==> src/rtl/alt_vipitc121_fifo_reader_pkg.sv <==
// Shared types and constant helpers for the clocked-video-output read engine.
package alt_vipitc121_fifo_reader_pkg;

  typedef enum logic [1:0] {
    ST_IDLE  = 2'd0,
    ST_RUN   = 2'd1,
    ST_UFLOW = 2'd2
  } state_t;

  // Raster position qualifiers captured one cycle behind the counters.
  typedef struct packed {
    logic act;
    logic hs;
    logic vs;
    logic sof;
    logic pop;
    logic uflow;
  } stage1_t;

  function automatic int clog2(input int value);
    int r;
    r = 0;
    while ((1 << r) < value) r++;
    return r;
  endfunction

  function automatic int span_total(input int active, input int fp, input int sync, input int bp);
    return active + fp + sync + bp;
  endfunction

  // One spare bit keeps the counter compares clear of the wrap value.
  function automatic int cnt_width(input int total);
    return clog2(total) + 1;
  endfunction

  localparam int DEF_H_TOTAL = span_total(1920, 88, 44, 148);
  localparam int DEF_V_TOTAL = span_total(1080, 4, 5, 36);
  localparam int DEF_H_CW    = cnt_width(DEF_H_TOTAL);
  localparam int DEF_V_CW    = cnt_width(DEF_V_TOTAL);

endpackage

==> src/rtl/alt_vipitc121_timing_gen.sv <==
// Free-running raster counters with active/sync/start-of-frame decode.
module alt_vipitc121_timing_gen
  import alt_vipitc121_fifo_reader_pkg::*;
#(
  parameter int H_ACTIVE = 1920,
  parameter int H_FP     = 88,
  parameter int H_SYNC   = 44,
  parameter int H_BP     = 148,
  parameter int V_ACTIVE = 1080,
  parameter int V_FP     = 4,
  parameter int V_SYNC   = 5,
  parameter int V_BP     = 36
) (
  input  logic rdclk,
  input  logic aclr,
  output logic act,
  output logic hs,
  output logic vs,
  output logic sof,
  output logic eof
);

  localparam int H_TOTAL = span_total(H_ACTIVE, H_FP, H_SYNC, H_BP);
  localparam int V_TOTAL = span_total(V_ACTIVE, V_FP, V_SYNC, V_BP);
  localparam int HW      = cnt_width(H_TOTAL);
  localparam int VW      = cnt_width(V_TOTAL);

  localparam logic [HW-1:0] H_LAST  = HW'(H_TOTAL - 1);
  localparam logic [VW-1:0] V_LAST  = VW'(V_TOTAL - 1);
  localparam logic [HW-1:0] H_ACT   = HW'(H_ACTIVE);
  localparam logic [VW-1:0] V_ACT   = VW'(V_ACTIVE);
  localparam logic [HW-1:0] HS_BEG  = HW'(H_ACTIVE + H_FP);
  localparam logic [HW-1:0] HS_END  = HW'(H_ACTIVE + H_FP + H_SYNC);
  localparam logic [VW-1:0] VS_BEG  = VW'(V_ACTIVE + V_FP);
  localparam logic [VW-1:0] VS_END  = VW'(V_ACTIVE + V_FP + V_SYNC);

  logic [HW-1:0] h_cnt;
  logic [VW-1:0] v_cnt;

  // NOTE: sequential state uses non-blocking assignments so every flop samples pre-edge values.
  always_ff @(posedge rdclk or posedge aclr) begin
    if (aclr) begin
      h_cnt <= '0;
      v_cnt <= '0;
    end else if (h_cnt == H_LAST) begin
      h_cnt <= '0;
      v_cnt <= (v_cnt == V_LAST) ? '0 : v_cnt + 1'b1;
    end else begin
      h_cnt <= h_cnt + 1'b1;
    end
  end

  assign act = (h_cnt < H_ACT) && (v_cnt < V_ACT);
  assign hs  = (h_cnt >= HS_BEG) && (h_cnt < HS_END);
  assign vs  = (v_cnt >= VS_BEG) && (v_cnt < VS_END);
  assign sof = (h_cnt == '0) && (v_cnt == '0);
  assign eof = (h_cnt == H_LAST) && (v_cnt == V_LAST);

endmodule

==> src/rtl/alt_vipitc121_fifo_reader.sv <==
// Video-clock read engine: raster timing, FIFO pop control, underflow recovery.
// Optional build macro ALT_VIPITC_UFLOW_REPEAT_EN repeats the last popped pixel after an underflow.
module alt_vipitc121_fifo_reader
  import alt_vipitc121_fifo_reader_pkg::*;
#(
  parameter int DATA_WIDTH  = 20,
  parameter int DATA_WIDTHU = 11,
  parameter int H_ACTIVE    = 1920,
  parameter int H_FP        = 88,
  parameter int H_SYNC      = 44,
  parameter int H_BP        = 148,
  parameter int V_ACTIVE    = 1080,
  parameter int V_FP        = 4,
  parameter int V_SYNC      = 5,
  parameter int V_BP        = 36,
  parameter int START_LEVEL = 960
) (
  input  logic                   rdclk,
  input  logic                   aclr,
  output logic                   rdreq,
  input  logic [DATA_WIDTH-1:0]  q,
  input  logic                   rdempty,
  input  logic [DATA_WIDTHU-1:0] rdusedw,
  input  logic                   clr_status,
  output logic [DATA_WIDTH-1:0]  vid_data,
  output logic                   vid_de,
  output logic                   vid_hsync,
  output logic                   vid_vsync,
  output logic                   vid_sof,
  output logic                   running,
  output logic                   underflow,
  output logic                   underflow_sticky
);

  localparam logic [DATA_WIDTHU-1:0] START_LVL = DATA_WIDTHU'(START_LEVEL);

  logic t_act, t_hs, t_vs, t_sof, t_eof;

  alt_vipitc121_timing_gen #(
    .H_ACTIVE (H_ACTIVE),
    .H_FP     (H_FP),
    .H_SYNC   (H_SYNC),
    .H_BP     (H_BP),
    .V_ACTIVE (V_ACTIVE),
    .V_FP     (V_FP),
    .V_SYNC   (V_SYNC),
    .V_BP     (V_BP)
  ) u_timing (
    .rdclk (rdclk),
    .aclr  (aclr),
    .act   (t_act),
    .hs    (t_hs),
    .vs    (t_vs),
    .sof   (t_sof),
    .eof   (t_eof)
  );

  state_t  state, state_nxt;
  logic    pop, uflow_evt;
  stage1_t s1;

  always_ff @(posedge rdclk or posedge aclr) begin
    if (aclr) state <= ST_IDLE;
    else      state <= state_nxt;
  end

  // NOTE: every always_comb output gets a default first, so no path can infer a latch.
  always_comb begin
    state_nxt = state;
    pop       = 1'b0;
    uflow_evt = 1'b0;
    unique case (state)
      ST_IDLE: begin
        if (t_sof && (rdusedw >= START_LVL)) begin
          state_nxt = ST_RUN;
          pop       = ~rdempty;
        end
      end
      ST_RUN: begin
        if (t_act) begin
          if (rdempty) begin
            uflow_evt = 1'b1;
            state_nxt = ST_UFLOW;
          end else begin
            pop = 1'b1;
          end
        end
      end
      ST_UFLOW: begin
        if (t_eof) state_nxt = ST_IDLE;
      end
      default: state_nxt = ST_IDLE;
    endcase
  end

  // The pop strobe is masked during reset because the counters sit on a sof position.
  assign rdreq = pop & ~aclr;

  always_ff @(posedge rdclk or posedge aclr) begin
    if (aclr) s1 <= '0;
    else      s1 <= '{act: t_act, hs: t_hs, vs: t_vs, sof: t_sof, pop: pop, uflow: uflow_evt};
  end

  logic [DATA_WIDTH-1:0] fill_px;

`ifdef ALT_VIPITC_UFLOW_REPEAT_EN
  logic                  s1_rep;
  logic [DATA_WIDTH-1:0] hold_px;

  always_ff @(posedge rdclk or posedge aclr) begin
    if (aclr) begin
      s1_rep  <= 1'b0;
      hold_px <= '0;
    end else begin
      s1_rep <= uflow_evt | ((state == ST_UFLOW) & t_act);
      if (s1.pop) hold_px <= q;
    end
  end

  assign fill_px = s1_rep ? hold_px : '0;
`else
  assign fill_px = '0;
`endif

  always_ff @(posedge rdclk or posedge aclr) begin
    if (aclr) begin
      vid_data         <= '0;
      vid_de           <= 1'b0;
      vid_hsync        <= 1'b0;
      vid_vsync        <= 1'b0;
      vid_sof          <= 1'b0;
      running          <= 1'b0;
      underflow        <= 1'b0;
      underflow_sticky <= 1'b0;
    end else begin
      vid_data         <= s1.pop ? q : fill_px;
      vid_de           <= s1.act;
      vid_hsync        <= s1.hs;
      vid_vsync        <= s1.vs;
      vid_sof          <= s1.sof;
      running          <= (state_nxt == ST_RUN);
      underflow        <= s1.uflow;
      underflow_sticky <= s1.uflow | (underflow_sticky & ~clr_status);
    end
  end

endmodule

==> config.mk <==
export PLATFORM = sky130hd
export DESIGN_NAME = alt_vipitc121_fifo_reader
export DESIGN_NICKNAME = d
export VERILOG_FILES = /design/src/rtl/alt_vipitc121_fifo_reader_pkg.sv /design/src/rtl/alt_vipitc121_timing_gen.sv /design/src/rtl/alt_vipitc121_fifo_reader.sv
export SDC_FILE = /design/constraint.sdc
export NUM_CORES = 1
export LEC_CHECK = 0
export ABC_AREA = 1
export BUFFER_PORTS_ARGS = -buffer_cell sky130_fd_sc_hd__buf_4
export CAP_MARGIN = 10
export CORE_UTILIZATION = 57
export DETAILED_ROUTE_END_ITERATION = 6
export PLACE_DENSITY = 0.83
export SKIP_LAST_GASP = 1
export SYNTH_ARGS = -nofsm -noshare
export SYNTH_HDL_FRONTEND = slang
export SYNTH_HIERARCHICAL = 1
export SYNTH_SLANG_ARGS = --single-unit
==> constraint.sdc <==
create_clock -name rdclk -period 4.5 [get_ports rdclk]
set_clock_uncertainty 0.1 [all_clocks]
set_input_delay 0.45 -clock rdclk [delete_from_list [all_inputs] [get_ports rdclk]]
set_output_delay 0.45 -clock rdclk [all_outputs]
set_load 0.05 [all_outputs]
==> metrics.md <==
| Metric | Value |
|---|---|
| Slew Limit Fails | `0` |
| Fin crit period | `2.84 ns` |
| CTS Root Buffer Type | `clkbuf_8` |
| Crit path kind | `reg2out` |
| Global route overflow | `0` |
| Clock sinks | `60` |
| Insertion delay to the later sink of the worst-skew pair | `0.34 ns` |
| Layout cells sized above 1 | `20.1%` |
| EDFF count, synth | `0` |
| # setup viols final | `0` |
| Synth Area per Inst | `8.11 um2` |
| WP buf/inv | `2` |
| Worst path arrival time | `2.29 ns` |
| Max FO, Critical Path | `7` |
| Full die area | `5240 um2` |
| Largest net degree at the start of global routing | `26` |
| FF+latch count, synth | `60` |
| Initial Utilization | `59.3%` |
| Per-cell routed wire length | `13.4 um` |
| Fin cells | `479` |
| Maximum root-to-sink buffer count | `2` |
| Cts hold-fix bufs | `0` |
| Relative slew slack | `37.1%` |
| Vias per inst | `5.15` |
| Cells after Synth | `348` |
| Vias in the first global route | `2295` |
| Outcome | `completed` |
| Fin util | `73.7%` |
| Die height | `72.4 um` |
| Antenna Nets Post-Route | `0` |
| Worst setup EP type | `output pin` |
| F_max | `352 MHz` |
| Final hold violation count | `0` |
| Critical path startpoint category | `flop` |
| Tcrit/Tclk final | `63.1%` |
| Slew @ Worst Pin | `0.942 ns` |
| WL final | `6400 um` |
| Placeable Area | `4750 um2` |
| Yosys warns | `6` |
| CTS buffer count | `9` |
| Total nets after synthesis | `387` |
| RSZ-0062 raised after global routing | `no` |
| Critical path, cell by cell | `inv_2 > nor2_1 > nand2_1 > nand3_1 > a31oi_1 > nor2_1 > nor3_1 > nand2_2 > nor2_2 > buf_4` |
| Most frequent cells in the layout | `nand2_1, inv_1, dfrtp_1` |
| P_leak | `2.01 nW` |
| CTS tree | `built` |
| Setup TNS | `0 ns` |
| Hold slack | `0.0170 ns` |
| H-tree depth | `3` |
| Initial DRC Count | `138` |
| Worst IR drop on VDD | `0.000283 V` |
| CP max stage delay | `0.44 ns` |
| Cell mode on critical path | `nor2_1` |
| Worst R2R Start | `u_timing/h_cnt[7]` |
| Placed insts | `464` |
| Most common cell after layout, fill and taps aside | `nand2_1` |
| Post-synth cell types | `29` |
| Dpl cell area | `3280 um2` |
| Pre-CTS setup slack | `2.19 ns` |
| Routability cong. | `0.936` |
| Post_cts resized | `0` |
| PortBufs | `56` |
| DR pass1 iterations | `5` |
| Family with the most delay on the worst path | `simple AND/OR/NAND/NOR gates` |
| Residual DRC | `0` |
| Power Density | `319 nW/um2` |
| Total power | `1.12 mW` |
| CP Data Required Time | `3.95 ns` |
| Post-synth ARST share | `100%` |
| Critical path origin | `u_timing/h_cnt[7]` |
| R2r setup slk | `2.61 ns` |
| Die width | `72.4 um` |
| Final worst-path setup slack | `1.66 ns` |
| HPWL after DPL | `4360 um` |
| Clock Pin Slew Worst Setup and Hold Paths | `0.08 ns` |
| Nets | `447` |
| Seq/Total Area, Yosys | `53.2%` |
| Buffer count from post-CTS setup fixing | `0` |
| Row cnt | `25` |
| Diodes inserted | `0` |
| Slowest-stage cell, CP | `dfrtp_1` |
| Initial antenna violation count | `0` |
| Post-Syn Area | `2820 um2` |
| Finished Cell Area | `3510 um2` |
| Most common flop cell mapped by yosys | `dfrtp_1` |
| Via Count | `2466` |
| Max cap viols | `0` |
| Area growth, synth to finish | `24.3%` |
| Min-Delay Path Class | `in2async` |
| I/O pin total | `63` |
| All-Layer GR Usage | `26.5%` |
| First-pass GRT wire length | `10300 um` |
==> worst register-to-register path: cells and delay by family, from the launching register on <==
| family | cells | cell delay [ns] |
|---|---|---|
| buffers and inverters | 1 | 0.15 |
| and+or+nand+nor | 4 | 0.43 |
| DFF | 1 | 0.44 |
| AOI/OAI and AO/OA | 3 | 0.64 |
==> sequential cells by signal, summed over array words and instances (netlist names) <==
register and count:
vid_data 20, vid_hsync 1, state 2, underflow_sticky 1, underflow 1, vid_sof 1
u_timing/v_cnt 12, s1 6, vid_vsync 1, running 1, u_timing/h_cnt 13, vid_de 1
==> cells in the mapped netlist, drive strengths merged (2+ instances only) <==
library cell	number	area share, %
a211oi	2	0.53
nand3	28	5.1
inv	65	8.6
nor2	36	5.1
ha	4	1.8
dfrtp	60	53
buf	8	1.8
xor2	5	1.6
nor3	11	2.1
nand2	93	12
nand4	14	3.1
o21ai	11	2.1
a21oi	4	0.71
==> per-layer routing <==
layer  global-route usage, %  share of wire (%)
met3                    7.08                7.6
met4                    11.1                1.9
met5                       0                  0
met1                    32.5                 41
met2                    44.4                 49
==> layout make-up <==
type | instances | area, um2
well taps | 67 | 83.8
flip-flops and latches | 60 | 1500
fillers | 350 | 1250
clock inverters | 4 | 72.6
inverters | 65 | 244
multi-input cells | 215 | 1020
repair buffers | 57 | 428
clock buffers | 11 | 151
==> cell families after synthesis <==
| kind of cell | Yosys count | share of synthesized area (%) |
|---|---|---|
| compound gates | 20 | 4.04 |
| xor+xnor | 5 | 1.55 |
| flops | 60 | 53.2 |
| fa+ha+maj | 4 | 1.77 |
| buf+inv | 73 | 10.5 |
| simple gates | 186 | 29.0 |
==> power breakdown <==
part           total [mW]         switching (mW)  internal (mW)
sequential          0.539  0.0000000000000000108          0.539
combinational      0.0317                 0.0154         0.0163
clock               0.548                  0.210          0.338
total                1.12                  0.226          0.894
==> path summary, 6_finish.rpt <==
| kind | cells past startpoint | end |
|---|---|---|
| max in group asynchronous | 2 | u_timing/h_cnt[3] |
| min | 2 | s1[0] |
| min reg2reg | 0 | vid_hsync |
| max reg2reg | 8 | running |
| max | 10 | rdreq |
| min in group rdclk | 2 | underflow_sticky |
(Power assumes the default switching activity.)
